## config.mk

```make
export PLATFORM = sky130hd
export DESIGN_NAME = ddc_amp_avg
export DESIGN_NICKNAME = d
export VERILOG_FILES = /design/src/rtl/ddc_pkg.sv /design/src/rtl/ddc_amp_avg.sv
export SDC_FILE = /design/constraint.sdc
export NUM_CORES = 1
export LEC_CHECK = 0
export ABC_AREA = 1
export CAP_MARGIN = 10
export CORE_UTILIZATION = 58
export CTS_CLUSTER_DIAMETER = 200
export DETAILED_ROUTE_END_ITERATION = 8
export HOLD_SLACK_MARGIN = 0.15
export PLACE_DENSITY = 0.81
export RECOVER_POWER = 50
export SYNTH_ARGS = -nofsm -noshare
export SYNTH_HDL_FRONTEND = slang
export SYNTH_SLANG_ARGS = --single-unit
```

## constraint.sdc

```tcl
create_clock -name clk_i -period 3.1 [get_ports clk_i]
set_input_delay 0.62 -clock clk_i [delete_from_list [all_inputs] [get_ports clk_i]]
set_output_delay 0.62 -clock clk_i [all_outputs]
set_load 0.005 [all_outputs]
```

## src/rtl/ddc_pkg.sv

```systemverilog
// Shared types and helpers for the DDC amplitude averager.
package ddc_pkg;

    localparam int unsigned LOG2N_W = 4;

    typedef enum logic [0:0] {
        IDLE = 1'b0,
        ACC  = 1'b1
    } state_t;

    // Limit a requested window exponent to the largest supported one.
    function automatic logic [LOG2N_W-1:0] clamp_log2n(
        input logic [LOG2N_W-1:0] log2n,
        input int unsigned        max_log2
    );
        if (32'(log2n) > max_log2) begin
            return LOG2N_W'(max_log2);
        end
        return log2n;
    endfunction

endpackage

```

## src/rtl/ddc_amp_avg.sv

```systemverilog
// Power-of-two window mean of DDC amplitude samples with a valid/ready output.
// Optional per-window peak tracking is built when DDC_AMP_AVG_PEAK_EN is defined.
module ddc_amp_avg
    import ddc_pkg::*;
#(
    parameter int unsigned DATAIN_WIDTH = 25,
    parameter int unsigned AVG_LOG2_MAX = 10
) (
    input  logic                    clk_i,
    input  logic                    rst_n_i,
    input  logic                    en_i,
    input  logic                    clear_i,
    input  logic [DATAIN_WIDTH-1:0] data_i,
    input  logic                    val_i,
    input  logic [LOG2N_W-1:0]      log2n_i,
    output logic [DATAIN_WIDTH-1:0] avg_o,
    output logic                    val_o,
    input  logic                    rdy_i,
    output logic                    overrun_o,
    output logic [DATAIN_WIDTH-1:0] peak_o
);

    localparam int unsigned ACC_W = DATAIN_WIDTH + AVG_LOG2_MAX;
    localparam int unsigned CNT_W = AVG_LOG2_MAX + 1;

    state_t                  r_state;
    state_t                  w_state_next;
    logic [CNT_W-1:0]        r_cnt;
    logic [ACC_W-1:0]        r_acc;
    logic [LOG2N_W-1:0]      r_log2n;

    logic                    w_in_acc;
    logic                    w_accept;
    logic                    w_first;
    logic [LOG2N_W-1:0]      w_len;
    logic [CNT_W-1:0]        w_cnt_inc;
    logic [CNT_W-1:0]        w_win_len;
    logic                    w_last;
    logic [ACC_W-1:0]        w_acc_sum;
    logic [DATAIN_WIDTH-1:0] w_mean;
    logic                    w_load;
    logic                    w_drop;

    // State register
    always_ff @(posedge clk_i or negedge rst_n_i) begin
        if (!rst_n_i) begin
            r_state <= IDLE;
        end else begin
            r_state <= w_state_next;
        end
    end

    // Next-state logic
    always_comb begin
        w_state_next = r_state;
        case (r_state)
            IDLE:    if (en_i)  w_state_next = ACC;
            ACC:     if (!en_i) w_state_next = IDLE;
            default: w_state_next = IDLE;
        endcase
    end

    // The window exponent is taken live on the first sample and held afterwards.
    assign w_in_acc  = (r_state == ACC) && en_i;
    assign w_accept  = w_in_acc && val_i && !clear_i;
    assign w_first   = (r_cnt == '0);
    assign w_len     = w_first ? clamp_log2n(log2n_i, AVG_LOG2_MAX) : r_log2n;
    assign w_cnt_inc = r_cnt + CNT_W'(1);
    assign w_win_len = CNT_W'(1) << w_len;
    assign w_last    = w_accept && (w_cnt_inc == w_win_len);
    assign w_acc_sum = r_acc + ACC_W'(data_i);
    assign w_mean    = DATAIN_WIDTH'(w_acc_sum >> w_len);
    assign w_load    = w_last && (!val_o || rdy_i);
    assign w_drop    = w_last && val_o && !rdy_i;

    // Window accumulator and sample counter
    always_ff @(posedge clk_i or negedge rst_n_i) begin
        if (!rst_n_i) begin
            r_cnt   <= '0;
            r_acc   <= '0;
            r_log2n <= '0;
        end else if (!w_in_acc || clear_i) begin
            r_cnt <= '0;
            r_acc <= '0;
        end else if (w_accept) begin
            if (w_last) begin
                r_cnt <= '0;
                r_acc <= '0;
            end else begin
                r_cnt <= w_cnt_inc;
                r_acc <= w_acc_sum;
            end
            if (w_first) begin
                r_log2n <= w_len;
            end
        end
    end

    // Result register with valid/ready hold and overrun flag
    always_ff @(posedge clk_i or negedge rst_n_i) begin
        if (!rst_n_i) begin
            avg_o     <= '0;
            val_o     <= 1'b0;
            overrun_o <= 1'b0;
        end else begin
            if (w_load) begin
                avg_o <= w_mean;
                val_o <= 1'b1;
            end else if (val_o && rdy_i) begin
                val_o <= 1'b0;
            end
            if (clear_i) begin
                overrun_o <= 1'b0;
            end else if (w_drop) begin
                overrun_o <= 1'b1;
            end
        end
    end

`ifdef DDC_AMP_AVG_PEAK_EN
    logic [DATAIN_WIDTH-1:0] r_max;
    logic [DATAIN_WIDTH-1:0] w_max_next;

    assign w_max_next = (w_first || (data_i > r_max)) ? data_i : r_max;

    // Running maximum of the open window, published alongside the mean
    always_ff @(posedge clk_i or negedge rst_n_i) begin
        if (!rst_n_i) begin
            r_max  <= '0;
            peak_o <= '0;
        end else begin
            if (!w_in_acc || clear_i) begin
                r_max <= '0;
            end else if (w_accept) begin
                r_max <= w_max_next;
            end
            if (clear_i) begin
                peak_o <= '0;
            end else if (w_load) begin
                peak_o <= w_max_next;
            end
        end
    end
`else
    assign peak_o = '0;
`endif

endmodule

```

==> impl_metrics.ini <==
[run_status]
status = finished with violations
violations = capacitance limit, slew limit

[logic_synthesis]
synth_seq_area_share = 0.255
ys_types = 35
synth-simple-area-share = 0.482
synth_largest_area_cell = dfrtp_1
synth_xor_area_frac = 0.0172
yosys.area_share.adder = 0.0468
yosysTopAreaCellShare = 0.255
syn_area_sq_um = 7650
synth_top_family_by_area = simple AND/OR/NAND/NOR gates
syn_avg_cell_area_sq_um = 5.84
synth_cells = 1310
yosysWarnings = 0
synthTopCellsByArea = dfrtp_1 (26%), nand2_1 (24%), nand3_1 (16%)
ys_seq_elements = 78
synth_compound_area_frac = 0.0574
synthMuxAreaShare = 0

[critical_path]
cp.arrival_ps = 3280
cp-start-kind = flip-flop
critical_path.endpoint_type = flip-flop
worstPathMaxFanout = 12
reg2reg_depth = 21
rrSetupSlack_ps = 120
worstSetupPathType = reg -> reg
required_ps = 3400

[pwr]
p_per_area_nw_per_um2 = 549
p_total_uw = 5220
cellLeakagePower_uw = 0.00522
worst_ir_drop_vdd_mv = 0.416

[global_routing]
grt_pass1_vias = 8239
grt_overflow = 0
grt_antenna_before_repair = 0
track_usage = 0.385
grt_first_pass_wirelength_um = 39900
grt_max_degree = 47

[route]
drcViolationCount = 0
drt-total-wl_um = 26400
first_iter_violations = 984
routed_via_density = 5.59
first_pass_iters = 5
wl_per_cell_um = 16.2
vias = 9077
ant_nets = 0

[min_path]
whs_path_depth = 2
hold_class = reg -> reg

[timing]
worst_slew_pin_slew_ps = 1940
setup_viol = 0
finalMaxSlewViolations = 33
finalHoldViolations = 0
setup_ws_ps = 121
min_period_over_period = 0.961
finClkSkew_ps = 5.16
fin_crit_ps = 2980
timing.setup.tns_ps = 0
fmax_mhz = 336
relSlewSlack = -0.290

[clock_tree]
insertion_delay_ps = 360
clock-sinks = 78
cts_buffers = 9
clk_pin_slew_ps = 60
cts_buffer_depth = 2
cts_max_level = 3
root_buffer = clkbuf_16
cts_tree = yes

[flow_run]
maxCapViolCount = 1

[floorplanning]
die_w_um = 117
ios = 87
die_h_um = 117
rows = 41
core_sq_um = 12700
die_area_sq_um = 13600
initial_core_util = 0.601

[place]
dpl.hpwl_um = 19400
dp_slack_ps = -309
numPortBuffers = 61
finalWeightedCongestion = 0.969

[cells_and_area]
n_antenna_cell = 0
drive_above_1_share = 0.119
area_growth_pct = 24.4
nNetsFinal = 1511
[worst max-delay path, cell delays in order, from the launching register on]
cell and delay, ps:
dfrtp_1 400, inv_1 90, ha_1 160, inv_1 50
nor2_2 100, inv_1 60, nor2_2 130, nand2_2 130
nand2_1 130, nand2_4 90, nor2_2 250, inv_1 90
nor2_1 120, nand2_1 80, nand2_1 100, nand3_1 150
nor2_4 180, nand3_2 120, nor2_4 190, clkbuf_16 200
nand2_1 60, nand2_1 50
[registers in the layout, indices dropped and copies added (netlist names)]
signal and cells:
val_o 1, avg_o 25, r_log2n 4, r_cnt 11, overrun_o 1, r_state 1, r_acc 35
[stage by stage]
stage / utilization / hold slack, ps / std cells / cell area, sq um
final: 0.748 / 475 / 1625 / 9510
after global routing: 0.748 / 490 / 1625 / 9510
after CTS: 0.727 / 217 / 1618 / 9250
after detailed placement: 0.705 / 465 / 1602 / 8970
after global placement: 0.705 / 461 / 1602 / 8970
after floorplan: - / 324 / 1334 / 7740
[what timing repair did]
action,4_1_cts,5_1_grt
buffers inserted,0,3
endpoints found under the setup margin,0,71
resized for setup,0,35
hold buffers,0,0
[routing by layer]
metal / vias up / routed length, um / global-route usage
met2: 465 / 12200 / 0.642
met5: - / 0 / 0
li1: 4392 / - / -
met4: 0 / 992 / 0.149
met1: 4133 / 10900 / 0.494
met3: 87 / 2380 / 0.0721
[power by group]
part,internal [uW],total [uW],leakage [uW],switching [uW]
Combinational,1100,2940,0.00403,1830
Sequential,1150,1250,0.00107,93.7
Clock,568,1040,0.000125,473
Total,2830,5220,0.00522,2400
[synth_stat cells]
cell type,n
inv_1,185
nand3b_1,2
xor2_1,8
fa_1,1
nand2_4,3
nor2_4,3
buf_4,29
nor3_1,7
nand4_2,1
o21ai_1,3
or2_2,6
o21bai_1,1
clkbuf_1,14
a21oi_1,13
nand2_2,3
buf_1,8
dfrtp_1,78
xnor2_1,7
buf_6,3
nand2_1,491
and2_1,14
nor4_1,2
nor2_2,3
nor2_1,67
o21ai_0,45
nand4_1,9
buf_2,6
nand3_1,243
a22oi_1,1
conb_1,1
clkinv_1,2
o22ai_1,19
nand3_2,1
inv_2,4
ha_1,27
[placed cells by master, fill, tap and decap left out, types with 7 or more instances in the layout]
cell type,Yosys,routed
a21oi_1,13,13
and2_1,14,14
buf_4,29,94
clkbuf_16,0,12
clkdlybuf4s50_1,0,47
conb_1,1,25
dfrtp_1,78,78
dlygate4sd3_1,0,13
ha_1,27,22
inv_1,185,185
nand2_1,491,484
nand2_2,3,8
nand3_1,243,237
nand3_2,1,7
nand4_1,9,9
nor2_1,67,57
nor2_2,3,13
nor3_1,7,7
o21ai_0,45,44
o22ai_1,19,19
xor2_1,8,8
[logic make-up after synthesis]
| logic type | count (synthesis) |
|---|---|
| flip-flops | 78 |
| adder cells (fa/ha/maj) | 28 |
| other | 1 |
| AND/OR/NAND/NOR | 855 |
| AO/OA/AOI/OAI | 82 |
| buffers and inverters | 251 |
| XOR/XNOR | 15 |
[cell type report]
class / instances / area [sq um]
well taps: 172 / 215
flip-flops and latches: 78 / 1950
clock buffers: 12 / 246
clock inverters: 4 / 31.3
inverters: 191 / 717
fillers: 1095 / 3210
multi-input cells: 1005 / 4870
repair buffers: 163 / 1480
[final timing paths]
kind / start / to
worst max-delay path: r_cnt[0]$_DFFE_PN0P_ / avg_o[14]$_DFFE_PN0P_
worst min-delay path: avg_o[19]$_DFFE_PN0P_ / avg_o[19]$_DFFE_PN0P_
worst min register to register: avg_o[19]$_DFFE_PN0P_ / avg_o[19]$_DFFE_PN0P_
min in group asynchronous: rst_n_i / r_acc[19]$_DFFE_PN0P_
max in group asynchronous: rst_n_i / r_cnt[7]$_DFFE_PN0P_
worst max register to register: r_cnt[0]$_DFFE_PN0P_ / avg_o[14]$_DFFE_PN0P_
No activity file was read; power rests on OpenSTA's default activity.
